`config.mk`:
```
export PLATFORM = sky130hd
export DESIGN_NAME = shift_sequencer
export DESIGN_NICKNAME = d
export VERILOG_FILES = /design/src/rtl/shift_sequencer.sv
export SDC_FILE = /design/constraint.sdc
export NUM_CORES = 1
export LEC_CHECK = 0
export CAP_MARGIN = 20
export CELL_PAD_IN_SITES_DETAIL_PLACEMENT = 1
export CELL_PAD_IN_SITES_GLOBAL_PLACEMENT = 1
export CORE_MARGIN = 8
export CORE_UTILIZATION = 45
export DETAILED_ROUTE_END_ITERATION = 6
export GPL_TIMING_DRIVEN = 0
export PLACE_DENSITY = 0.9
export SYNTH_ARGS = -nofsm -noshare
export SYNTH_HDL_FRONTEND = slang
export SYNTH_SLANG_ARGS = --single-unit
```
`constraint.sdc`:
```
create_clock -name clk -period 4.7 [get_ports clk]
set_clock_uncertainty 0.1 [all_clocks]
set_input_delay 0.47 -clock clk [delete_from_list [all_inputs] [get_ports clk]]
set_output_delay 0.47 -clock clk [all_outputs]
set_load 0.05 [all_outputs]
```
`src/rtl/shift_sequencer.sv`:
```
// shift_sequencer: multi-cycle ARM operand-2 shifter, STEP bits per SHIFT cycle.
// Define SHIFT_SEQ_FLUSH_EN to add a flush input that abandons an operation.
module shift_sequencer #(
    parameter int STEP = 4
) (
    input  logic        clk,
    input  logic        rst_n,
`ifdef SHIFT_SEQ_FLUSH_EN
    input  logic        flush,
`endif
    input  logic        req_valid,
    output logic        req_ready,
    input  logic [31:0] op_data,
    input  logic [1:0]  shift_type,
    input  logic        amt_src,
    input  logic [4:0]  amt_imm,
    input  logic [7:0]  amt_reg,
    input  logic        imm_mode,
    input  logic [7:0]  imm8,
    input  logic [3:0]  rot4,
    input  logic        carry_in,
    output logic        res_valid,
    input  logic        res_ready,
    output logic [31:0] res_data,
    output logic        res_carry,
    output logic        busy
);

    localparam logic [1:0] SH_LSL = 2'b00;
    localparam logic [1:0] SH_LSR = 2'b01;
    localparam logic [1:0] SH_ASR = 2'b10;
    localparam logic [1:0] SH_ROR = 2'b11;

    typedef enum logic [1:0] {
        IDLE,
        SHIFT,
        DONE
    } state_t;

    state_t      state;
    logic [31:0] work;
    logic [5:0]  remaining;
    logic [1:0]  type_q;
    logic        over32_q;

    logic [7:0]  amt_full;
    logic [31:0] imm_rot;
    logic        cap_special;
    logic [31:0] cap_data;
    logic        cap_carry;
    logic [5:0]  cap_n;
    logic        cap_over32;

    logic [5:0]  step_k;
    logic [31:0] step_data;
    logic        step_carry;
    logic        flush_hit;

    function automatic logic [31:0] ror32(
        input logic [31:0] x,
        input logic [4:0]  amt
    );
        logic [63:0] dbl;
        dbl = {x, x} >> amt;
        return dbl[31:0];
    endfunction

    // Bit-serial inner loop; only the first k of STEP slots are active.
    function automatic logic [32:0] shift_step(
        input logic [31:0] d_in,
        input logic [1:0]  ty,
        input logic [5:0]  k
    );
        logic [31:0] d;
        logic        c;
        d = d_in;
        c = 1'b0;
        for (int i = 0; i < STEP; i++) begin
            if (6'(i) < k) begin
                unique case (ty)
                    SH_LSL: begin c = d[31]; d = {d[30:0], 1'b0}; end
                    SH_LSR: begin c = d[0];  d = {1'b0, d[31:1]}; end
                    SH_ASR: begin c = d[0];  d = {d[31], d[31:1]}; end
                    default: begin c = d[0]; d = {d[0], d[31:1]}; end
                endcase
            end
        end
        return {c, d};
    endfunction

    assign req_ready = (state == IDLE);
    assign busy      = (state != IDLE);

    always_comb begin
        amt_full    = amt_src ? amt_reg : {3'b000, amt_imm};
        imm_rot     = ror32({24'd0, imm8}, {rot4, 1'b0});
        cap_special = 1'b1;
        cap_data    = op_data;
        cap_carry   = carry_in;
        cap_n       = 6'd0;
        cap_over32  = 1'b0;
        if (imm_mode) begin
            cap_data  = imm_rot;
            cap_carry = (rot4 == 4'd0) ? carry_in : imm_rot[31];
        end else if (amt_full == 8'd0) begin
            if (!amt_src && shift_type == SH_ROR) begin
                cap_data  = {carry_in, op_data[31:1]};
                cap_carry = op_data[0];
            end else if (!amt_src && shift_type != SH_LSL) begin
                cap_special = 1'b0;
                cap_n       = 6'd32;
            end
        end else if (amt_src && shift_type == SH_ROR) begin
            if (amt_reg[4:0] == 5'd0) begin
                cap_carry = op_data[31];
            end else begin
                cap_special = 1'b0;
                cap_n       = {1'b0, amt_reg[4:0]};
            end
        end else begin
            cap_special = 1'b0;
            cap_n       = (amt_full > 8'd32) ? 6'd32 : amt_full[5:0];
            cap_over32  = amt_src && (shift_type != SH_ASR)
                          && (amt_full > 8'd32);
        end
    end

    always_comb begin
        step_k = (remaining < 6'(STEP)) ? remaining : 6'(STEP);
        {step_carry, step_data} = shift_step(work, type_q, step_k);
    end

`ifdef SHIFT_SEQ_FLUSH_EN
    assign flush_hit = flush && (state != IDLE);
`else
    assign flush_hit = 1'b0;
`endif

    always_ff @(posedge clk or negedge rst_n) begin
        if (!rst_n) begin
            state     <= IDLE;
            work      <= 32'd0;
            remaining <= 6'd0;
            type_q    <= SH_LSL;
            over32_q  <= 1'b0;
            res_valid <= 1'b0;
            res_data  <= 32'd0;
            res_carry <= 1'b0;
        end else if (flush_hit) begin
            state     <= IDLE;
            res_valid <= 1'b0;
        end else begin
            unique case (state)
                IDLE: begin
                    if (req_valid) begin
                        type_q   <= shift_type;
                        over32_q <= cap_over32;
                        if (cap_special) begin
                            res_data  <= cap_data;
                            res_carry <= cap_carry;
                            res_valid <= 1'b1;
                            state     <= DONE;
                        end else begin
                            work      <= op_data;
                            remaining <= cap_n;
                            state     <= SHIFT;
                        end
                    end
                end
                SHIFT: begin
                    work      <= step_data;
                    remaining <= remaining - step_k;
                    if (remaining == step_k) begin
                        res_data  <= step_data;
                        res_carry <= step_carry & ~over32_q;
                        res_valid <= 1'b1;
                        state     <= DONE;
                    end
                end
                DONE: begin
                    if (res_ready) begin
                        res_valid <= 1'b0;
                        state     <= IDLE;
                    end
                end
                default: state <= IDLE;
            endcase
        end
    end

endmodule

```
# Word level (Yosys, flattened, before mapping)
# Index checks and enable logic that the tools add are counted.
dict set report totals {
  reg_bits 77
  elab_cells 117
}
dict set report classes {
  addsub 1
  magnitude_cmp 6
  n_eq_ne 12
  shift 1
  muxes 67
  bitwise_logic 2
  reduce_logical 20
}
# op count
set op_table {}
lappend op_table {{two-way mux 32 bit} 12}
lappend op_table {{one-hot mux 32 bit (3 select lines)} 4}
lappend op_table {{one-hot mux 32 bit (2 select lines)} 2}
lappend op_table {{two-way mux 6 bit} 9}
lappend op_table {{right shift 40 x 5 -> 32 bit} 1}
lappend op_table {{two-way mux 1 bit} 30}
lappend op_table {{less-than comparator 1 x 6 -> 1 bit, first input constant} 2}
lappend op_table {{less-than comparator 2 x 6 -> 1 bit, first input constant} 2}
lappend op_table {{one-hot mux 6 bit (2 select lines)} 1}
lappend op_table {{inequality test 2 bit, second input constant} 5}
lappend op_table {{greater-than comparator 8 x 6 -> 1 bit, second input constant} 1}
lappend op_table {{zero test 8 bit} 1}
lappend op_table {{two-way mux 2 bit} 4}
lappend op_table {{two-way mux 8 bit} 1}
lappend op_table {{== test 2 bit, second input constant} 3}
lappend op_table {{== test 6 bit} 1}
lappend op_table {{less-than comparator 6 x 3 -> 1 bit, second input constant} 1}
lappend op_table {{one-hot mux 2 bit (3 select lines)} 1}
lappend op_table {{AND reduction 3 bit} 2}
lappend op_table {{nonzero test 2 bit} 3}
lappend op_table {{subtractor 6 bit} 1}
lappend op_table {{logical AND 1 bit} 5}
lappend op_table {{zero test 5 bit} 1}
lappend op_table {{two-way mux 5 bit} 1}
lappend op_table {{13 further kinds} 15}

# Longest topological paths before layout
# Gate-level depths: netlist of run 1.
dict set report depth {
  ltp_word 13
  mapped_depth 13
  mapped_depth_nobuf 7
}

# Least setup slack after synthesis of run 1
# No wires, ideal clock.
dict set report synth_path {
  kind {register to register}
  startpoint {reg remaining[2]}
  endpoint {reg remaining[4]}
  setup_ns 0.144
  t_arrival_ns 2.521
  t_required_ns 4.456
  path_slack_ns 1.936
  path_stages_with_launch 14
  n_path_buf 6
  period_less_slack_ns 2.764
  path_cell_list {dfrtp_1 > buf_2 > or4_1 > buf_2 > buf_6 > buf_2 > buf_1 > clkbuf_1 > nand2_1 > ha_1 > a21oi_1 > o211ai_1 > o22a_1 > o21ai_0}
}
dict set report synth_between {
  elab_chain_cells 4
}
# element line
set synth_lines {}
lappend synth_lines {{start: declaration} 42} ;# logic [5:0] remaining;
lappend synth_lines {{start signal: assignment} 165} ;# remaining <= cap_n;
lappend synth_lines {{start signal: assignment} 172} ;# remaining <= remaining - step_k;
lappend synth_lines {{less-than comparator 6 x 3 -> 1 bit} 129} ;# step_k = (remaining < 6'(STEP)) ? remaining : 6'(STEP);
lappend synth_lines {{two-way mux 6 bit} 129}
lappend synth_lines {{subtractor 6 bit (*)} 172}
lappend synth_lines {{one-hot mux 6 bit (2 select lines) (*)} 153} ;# unique case (state)
# Every way passes the cells marked *; elsewhere a longest branch is shown, timed or not.
# A chain may end at the register's enable or synchronous reset.

# Worst setup path after layout of run 1
dict set report layout_path {
  startpoint {reg type_q[1]}
  endpoint {reg res_data[25]}
}
dict set report layout_between {
  elab_chain_cells 11
  elab_cells_between_ends 13
}
# element line
set layout_lines {}
lappend layout_lines {{start: declaration} 43} ;# logic [1:0] type_q;
lappend layout_lines {{start signal: assignment} 156} ;# type_q <= shift_type;
lappend layout_lines {{== test 2 bit, or another cell as far along} 80} ;# unique case (ty)
lappend layout_lines {{one-hot mux 32 bit (3 select lines)} 80}
lappend layout_lines {{two-way mux 32 bit} 79} ;# if (6'(i) < k) begin
lappend layout_lines {{one-hot mux 32 bit (3 select lines)} 80}
lappend layout_lines {{two-way mux 32 bit} 79}
lappend layout_lines {{one-hot mux 32 bit (3 select lines)} 80}
lappend layout_lines {{two-way mux 32 bit} 79}
lappend layout_lines {{one-hot mux 32 bit (3 select lines)} 80}
lappend layout_lines {{two-way mux 32 bit (*)} 79}
lappend layout_lines {{two-way mux 32 bit (*)} 173} ;# if (remaining == step_k) begin
lappend layout_lines {{one-hot mux 32 bit (2 select lines) (*)} 153}
lappend layout_lines {{end signal: assignment} 159} ;# res_data <= cap_data;
lappend layout_lines {{end signal: assignment} 174} ;# res_data <= step_data;
lappend layout_lines {{end: declaration} 24} ;# output logic [31:0] res_data,
# Every way passes the cells marked *; elsewhere a longest branch is shown, timed or not. The select of a mux whose other input is x is not followed.

==> results, run 1 <==
- The flow ran to the end, and the final reports show no timing, DRC or antenna violations.
- The post-detailed-placement cell area is 9240 um2.
- Setup repair after global routing left no endpoint under its margin.
- Summed over all failing endpoints, the final setup total negative slack is 0 ps.
- For this block, the via count after detailed routing is 10,900.
- The endpoint type of the worst setup path is a flip-flop.
- The initial antenna violation count is 2.
- For the worst-skew pair, the clock arrives at the later sink with an insertion delay of 350 ps.
- The ratio of routed vias to standard cells is 7.97.
- The post-cts gate resize count is 0.
- The longest clock path from root to sink contains 2 buffers.
- The clock slew at the register clock pins of the worst setup and hold paths is 60 ps.
- The total of max-cap violations is 0.
- In this run the mean area of a mapped cell was 7.72 um2.
- The clock tree root driver cell is sky130_fd_sc_hd__clkbuf_16.
- The share of the Yosys chip area taken by registers is 0.242.
- The number of nets in the finished design is 1,208.
- Once detail routing completed, the nets flagged for antenna violations numbered 0.
- The final count of pins violating max slew is 0.
- TritonCTS created 9 clock buffers.
- The share of the synthesized area in the top cell type is 0.242.
- The filler-free cell count of the finished design is 1,371.
- The routed design has 50,300 um of wire.
- The number of nets in the synthesized netlist is 1,096.
- Counting I/O delays and the setup requirement, the final critical path takes 4690 ps.
- For this block, the initial DRC count from the detailed router was 1,899.
- With fillers left out, the area of the finished cells amounts to 9590 um2.
- Setup violations remaining at the end of the flow were counted as 0.
- CTS built an H-tree with a depth of 3.
- The number of remaining DRC errors is 0.
- The total placed cells including tap cells is 1,353.
- During placement, the flow inserted port buffers numbering 98.
- The required time at the endpoint of the critical path is 4740 ps.
- Data arrives at the worst endpoint at 4730 ps.
- The synthesized netlist occupies a cell area of 7950 um2.
- The tightest hold path in the finished design has a slack of 398 ps.
- The TritonCTS clock tree is built.
- After filler insertion, the fill cell instance count of the layout stands at 2,136.
- Yosys attributes the largest share of cell area to sky130_fd_sc_hd__dfrtp_1 (24%), sky130_fd_sc_hd__mux2i_1 (8.4%), sky130_fd_sc_hd__o21ai_0 (5.2%).
- The cell row count is 48.
- The maximum fanout along the worst path is 10.
- Of all flip-flops after synthesis, the portion carrying an async set or reset was 1.00.
- The total count of hold-check failures in the final report is 0.
- The number of global-route vias before repair is 11,200.
- The number of sinks handled by clock tree synthesis is 77.
- The worst hold path belongs to the class reg2reg.
- After detailed routing, the average wire length per cell comes to 36.7 um.
- At the end of routability-driven placement, the weighted congestion stood at 1.09.
- The area added between synthesis and finish is 20.6%.
- In the global route stage, overall resource usage came out at 0.445.
- The core region area is 17,300 um2.
- The most area-hungry cell type in the Yosys netlist is sky130_fd_sc_hd__dfrtp_1.
- The pin count of the biggest net entering global routing is 63.
- The wire length of the first global-routing pass is 73,300 um.
- The initial utilization of the core area, before any placement, comes to 0.459.
- Of the cells placed in the final design, the portion with a size suffix greater than 1 is 0.0943.
- The height of the die is 149 um.
- Dividing the final minimum period by the clock period gives 0.997.
- The tightest slew margin relative to the limit is 0.242.
- The most used flip-flop cell after synthesis is sky130_fd_sc_hd__dfrtp_1.
- Detailed placement finished with a half-perimeter wire length of 36,400 um.
- The worst setup path is of the reg2reg kind.
- The cell with the most instances after synthesis is sky130_fd_sc_hd__nand2_1.
- The full die area is 22,200 um2.
- At the pin with the least slew margin, the transition time is 1130 ps.
- The number of flops mapped to enable cells by yosys is 0.
- In this run the horizontal extent of the chip is 149 um.
- After synthesis the netlist holds a flip-flop and latch count of 77.
- After global routing the overflow that remains totals 0.
- Ranked by instance count, the synthesized netlist is headed by sky130_fd_sc_hd__nand2_1 (96), sky130_fd_sc_hd__o21ai_0 (83), sky130_fd_sc_hd__dfrtp_1 (77).
- Timing would allow up to 213 MHz.
- In the synthesized netlist, the number of instances is 1,029.
- The distinct cell type count of the synthesized netlist is 89.
- Pin placement for this block handled 102 I/O pins.
- The worst setup path is launched from a flip-flop.
- The total of warnings raised by yosys is 0.
- The first detailed-routing pass ran for 6 iterations.
-- final timing paths --
check | from | end | slack, ps | cells past startpoint
min reg2reg | res_data[2] | res_data[2] | 400 | 2
max reg2reg | type_q[1] | res_data[25] | 10 | 9
max | type_q[1] | res_data[25] | 10 | 9
min | res_data[2] | res_data[2] | 400 | 2
min in group asynchronous | rst_n | res_valid | 440 | 2
max in group asynchronous | rst_n | work[7] | 3440 | 3
-- stage by stage --
| stage | utilization | setup slack (ps) |
|---|---|---|
| after floorplan | - | 1940 |
| after global placement | 0.532 | 283 |
| after detailed placement | 0.534 | 578 |
| after CTS | 0.554 | 553 |
| after global routing | 0.554 | 202 |
| final | 0.554 | 13.1 |
-- cell usage in the layout (no fill, tap or decap), types with 13 or more instances in the layout --
cell,count
sky130_fd_sc_hd__a21oi_1,71
sky130_fd_sc_hd__nand2_1,96
sky130_fd_sc_hd__o211ai_1,26
sky130_fd_sc_hd__mux2i_1,67
sky130_fd_sc_hd__o31ai_1,13
sky130_fd_sc_hd__inv_1,15
sky130_fd_sc_hd__o21a_1,13
sky130_fd_sc_hd__nor3_1,25
sky130_fd_sc_hd__o22ai_1,18
sky130_fd_sc_hd__clkbuf_1,69
sky130_fd_sc_hd__dfrtp_1,77
sky130_fd_sc_hd__a31oi_1,41
sky130_fd_sc_hd__a211oi_1,16
sky130_fd_sc_hd__o21ai_0,83
sky130_fd_sc_hd__nor2_1,60
sky130_fd_sc_hd__clkdlybuf4s50_1,97
sky130_fd_sc_hd__buf_2,26
sky130_fd_sc_hd__nand3_1,41
-- registers in the layout, indices dropped and copies added (netlist names) --
signal / count
work: 32
state: 2
over32_q: 1
res_data: 32
res_valid: 1
type_q: 2
remaining: 6
res_carry: 1
-- layer usage --
| metal | part of all wire | GRT usage | wire, um |
|---|---|---|---|
| met1 | 0.35 | 0.530 | 17500 |
| met2 | 0.41 | 0.630 | 20600 |
| met4 | 0.084 | 0.330 | 4250 |
| met3 | 0.16 | 0.182 | 7950 |
| met5 | 0.00046 | 0.00227 | 23 |
-- cell families (layout without fill, tap and decap cells) --
group / Yosys count / in the layout / synth area share
multiplexers: 79 / 79 / 0.106
flip-flops: 77 / 77 / 0.242
adder cells (fa/ha/maj): 1 / 1 / 0.00157
AND/OR/NAND/NOR: 309 / 309 / 0.197
XOR/XNOR: 1 / 1 / 0.00110
buffers and inverters: 123 / 239 / 0.0655
AO/OA/AOI/OAI: 438 / 438 / 0.387
other: 1 / 2 / 0.000472
-- critical path: stages, from the launching register on --
cell	delay, ps
sky130_fd_sc_hd__dfrtp_1	330
sky130_fd_sc_hd__buf_2	230
sky130_fd_sc_hd__or2_2	150
sky130_fd_sc_hd__clkbuf_1	320
sky130_fd_sc_hd__clkbuf_1	770
sky130_fd_sc_hd__clkbuf_1	790
sky130_fd_sc_hd__clkbuf_1	760
sky130_fd_sc_hd__a211oi_1	160
sky130_fd_sc_hd__nor3_1	520
sky130_fd_sc_hd__o22ai_1	330
-- timing repair --
action,CTS,global route
setup buffers,0,0
hold buffers,1,0
hold endpoints to repair,15,0
-- layout make-up --
type                    count  area (um2)  share of cell area
diodes                      1        2.50            0.000261
multi-input cells         829        5500               0.574
inverters                  16        60.1             0.00626
plain buffers             107         460              0.0480
clock inverters             3        67.6             0.00705
clock buffers              12         267              0.0278
well taps                 225         282              0.0294
flip-flops and latches     77        1930               0.201
repair buffers            101        1020               0.106
Power of run 1 is not shown: default switching activity piles up to over one toggle a cycle in this logic, so the estimate is an artifact.
==> run 2, diff against run 1 <==
- PLACE_DENSITY: 0.9 -> not set
- PLACE_DENSITY_LB_ADDON: not set -> 0.1
==> run 2 against run 1 <==
Effect of this change: sequential cell count stayed put; final cell count stayed put; hold slack better by 12 ps; final area is 0.25% lower; maximum frequency is 0.55% higher; via count is 1.4% higher; largest cell class unchanged; highest routed layer is now met4.
==> results, run 2 (synthesized netlist as in run 1, its figures left out) <==
- The final standard cell area without fillers is 9560 um2 (was 9590 um2).
- The worst hold-check slack is 410 ps (was 398 ps).
- The antenna violation net count after detailed routing came to 0 (unchanged).
- The die width is 149 um (unchanged).
- The number of buffers added on ports is 98 (unchanged).
- The overflow left after global routing came to 0 (unchanged).
- The initial cell density of the core came to 0.459 (unchanged).
- The number of optimization iterations in the first detailed-route pass is 7 (was 6).
- The fraction of final layout cells sized beyond drive strength 1 was 0.0943 (unchanged).
- The post-cts gate resize count is 0 (unchanged).
- The cell row count is 48 (unchanged).
- The area added between synthesis and finish came to 20.3% (was 20.6%).
- The tightest slew margin relative to the limit came to 0.282 (was 0.242).
- The height of the die is 149 um (unchanged).
- Regs by FF count: res_data: 32 flops, work: 32 flops, remaining: 6 flops (unchanged).
- The total via count after detailed routing is 11,100 (was 10,900).
- The number of nets in the finished design is 1,207 (was 1,208).
- The critical path's top delay family is buffers and inverters (unchanged).
- The clock tree root driver cell is sky130_fd_sc_hd__clkbuf_16 (unchanged).
- The worst hold path class is reg2reg (unchanged).
- The slowest stage cell on the critical path is sky130_fd_sc_hd__clkbuf_1 (unchanged).
- The highest attainable clock frequency is 215 MHz (was 213 MHz).
- The CTS buffer count was 9 (unchanged).
- The aggregate negative setup slack is 0 ps (unchanged).
- The detail-routed net length per standard cell is 37.3 um (was 36.7 um).
- The global-route usage over all layers is 0.451 (was 0.445).
- The total count of hold-check failures in the final report was 0 (unchanged).
- The routed wire length is 51,100 um (was 50,300 um).
- The clock slew at the register clock pins of the worst setup and hold paths is 70 ps (was 60 ps).
- The first-iteration detailed-routing DRC count is 1,779 (was 1,899).
- RSZ-0062 raised after global routing: false (unchanged).
- Cells along the critical path: buf_2, or2_2, clkbuf_1, clkbuf_1, clkbuf_1, clkbuf_1, a211oi_1, nor3_1, o22ai_1 (unchanged).
- The maximum level of the CTS H-tree is 3 (unchanged).
- The routability congestion estimate from global placement was 1.10 (was 1.09).
- The I/O pin count is 102 (unchanged).
- Commonest cells after routing, fill and taps aside: sky130_fd_sc_hd__clkdlybuf4s50_1 (97), sky130_fd_sc_hd__nand2_1 (96), sky130_fd_sc_hd__o21ai_0 (83) (unchanged).
- The minimum clock period after layout is 4660 ps (was 4690 ps).
- The transition time at the pin with the least slew margin is 1070 ps (was 1130 ps).
- The buffer levels on the longest clock path came to 2 (unchanged).
- The core region area was 17,300 um2 (unchanged).
- The startpoint class of the critical path is a flip-flop (unchanged).
- The maximum fanout along the worst path is 10 (unchanged).
- The pin count of the biggest net entering global routing is 50 (was 63).
- The wire length of the first global-routing pass is 74,200 um (was 73,300 um).
- The number of sinks handled by clock tree synthesis is 77 (unchanged).
- The clock insertion delay at the later pin of the skew report is 370 ps (was 350 ps).
- The number of remaining DRC errors is 0 (unchanged).
- The worst endpoint data arrival time is 4770 ps (was 4730 ps).
- The most common cell after layout, fill and taps aside is sky130_fd_sc_hd__clkdlybuf4s50_1 (unchanged).
- The largest incremental delay on the critical path is 790 ps (about the same).
- The post-detailed-placement cell area is 9240 um2 (unchanged).
- The TritonCTS clock tree is built (unchanged).
- The path type of the worst setup path is reg2reg (unchanged).
- The endpoint type of the worst setup path is a flip-flop (unchanged).
- The half-perimeter wire length after detailed placement is 36,800 um (was 36,400 um).
- The dominant cell type by count on the critical path is sky130_fd_sc_hd__clkbuf_1 (unchanged).
- The final count of pins violating max slew came to 0 (unchanged).
- The initial antenna violation count came to 0 (was 2).
- The ratio of final minimum period to clock period is 0.992 (was 0.997).
- The full die area was 22,200 um2 (unchanged).
- The number of global-route vias before repair is 11,300 (was 11,200).
- The critical path buffer and inverter count is 5 (unchanged).
- The final setup violation count is 0 (unchanged).
- The ratio of routed vias to standard cells is 8.08 (was 7.97).
- Result of the run: finished, final reports clean (unchanged).
- The count of filler cells inserted in the layout is 2,107 (was 2,136).
- The total of max-cap violations is 0 (unchanged).
- The required time at the endpoint of the critical path is 4800 ps (was 4740 ps).
-- run 2: cell count changes in the layout (fill, tap and decap cells not counted) --
cell / previous run / this run
sky130_fd_sc_hd__clkbuf_8: 3 / 0
sky130_fd_sc_hd__clkinvlp_4: 1 / 2
sky130_fd_sc_hd__clkinv_2: 0 / 3
sky130_fd_sc_hd__buf_2: 26 / 25
-- run 2: timing repair --
item,4_1_cts,5_1_grt
hold endpoints to repair,28,0
hold buffers,1,0
setup buffers,0,0
-- run 2: routing by layer --
| layer | up-vias | part of all wire | global-route usage |
|---|---|---|---|
| li1 | 4219 | - | - |
| met1 | 5317 | 0.35 | 0.531 |
| met2 | 1156 | 0.41 | 0.645 |
| met3 | 388 | 0.15 | 0.188 |
| met4 | 0 | 0.087 | 0.334 |
| met5 | - | 0 | 0 |
-- run 2: area by class of cell --
type	instances	area, um2	share of cell area
clock buffer	9	225	0.0236
buffer	107	460	0.0481
timing repair buffer	100	1020	0.106
tap	225	282	0.0294
clock inverter	7	90.1	0.00942
sequential	77	1930	0.201
inverter	16	60.1	0.00628
antenna	1	2.50	0.000262
multi-input combinational	829	5500	0.575
-- run 2: final timing paths --
path	to	slack, ps	cells after the start	from
max reg2reg	res_data[25]	40	9	type_q[1]
min in group asynchronous	res_data[14]	480	2	rst_n
min	res_data[8]	410	2	res_data[8]
max	res_data[25]	40	9	type_q[1]
max in group asynchronous	remaining[3]	3370	3	rst_n
min reg2reg	res_data[8]	410	2	res_data[8]
-- run 2: stage by stage --
step / util / worst slack (ps) / std cells
floorplan: - / 1940 / 1029
global placement: 0.532 / 296 / 1352
detailed placement: 0.534 / 617 / 1353
CTS: 0.553 / 569 / 1370
global route: 0.553 / 232 / 1370
finish: 0.553 / 38.9 / 1371
-- run 2: tightest hold or removal path, delay by kind of cell, from the launching register on --
family	cells	cell delay, ps
muxes	1	60
DFF	1	340
AOI/OAI and AO/OA	1	60
Power of run 2 is left out for the same reason.
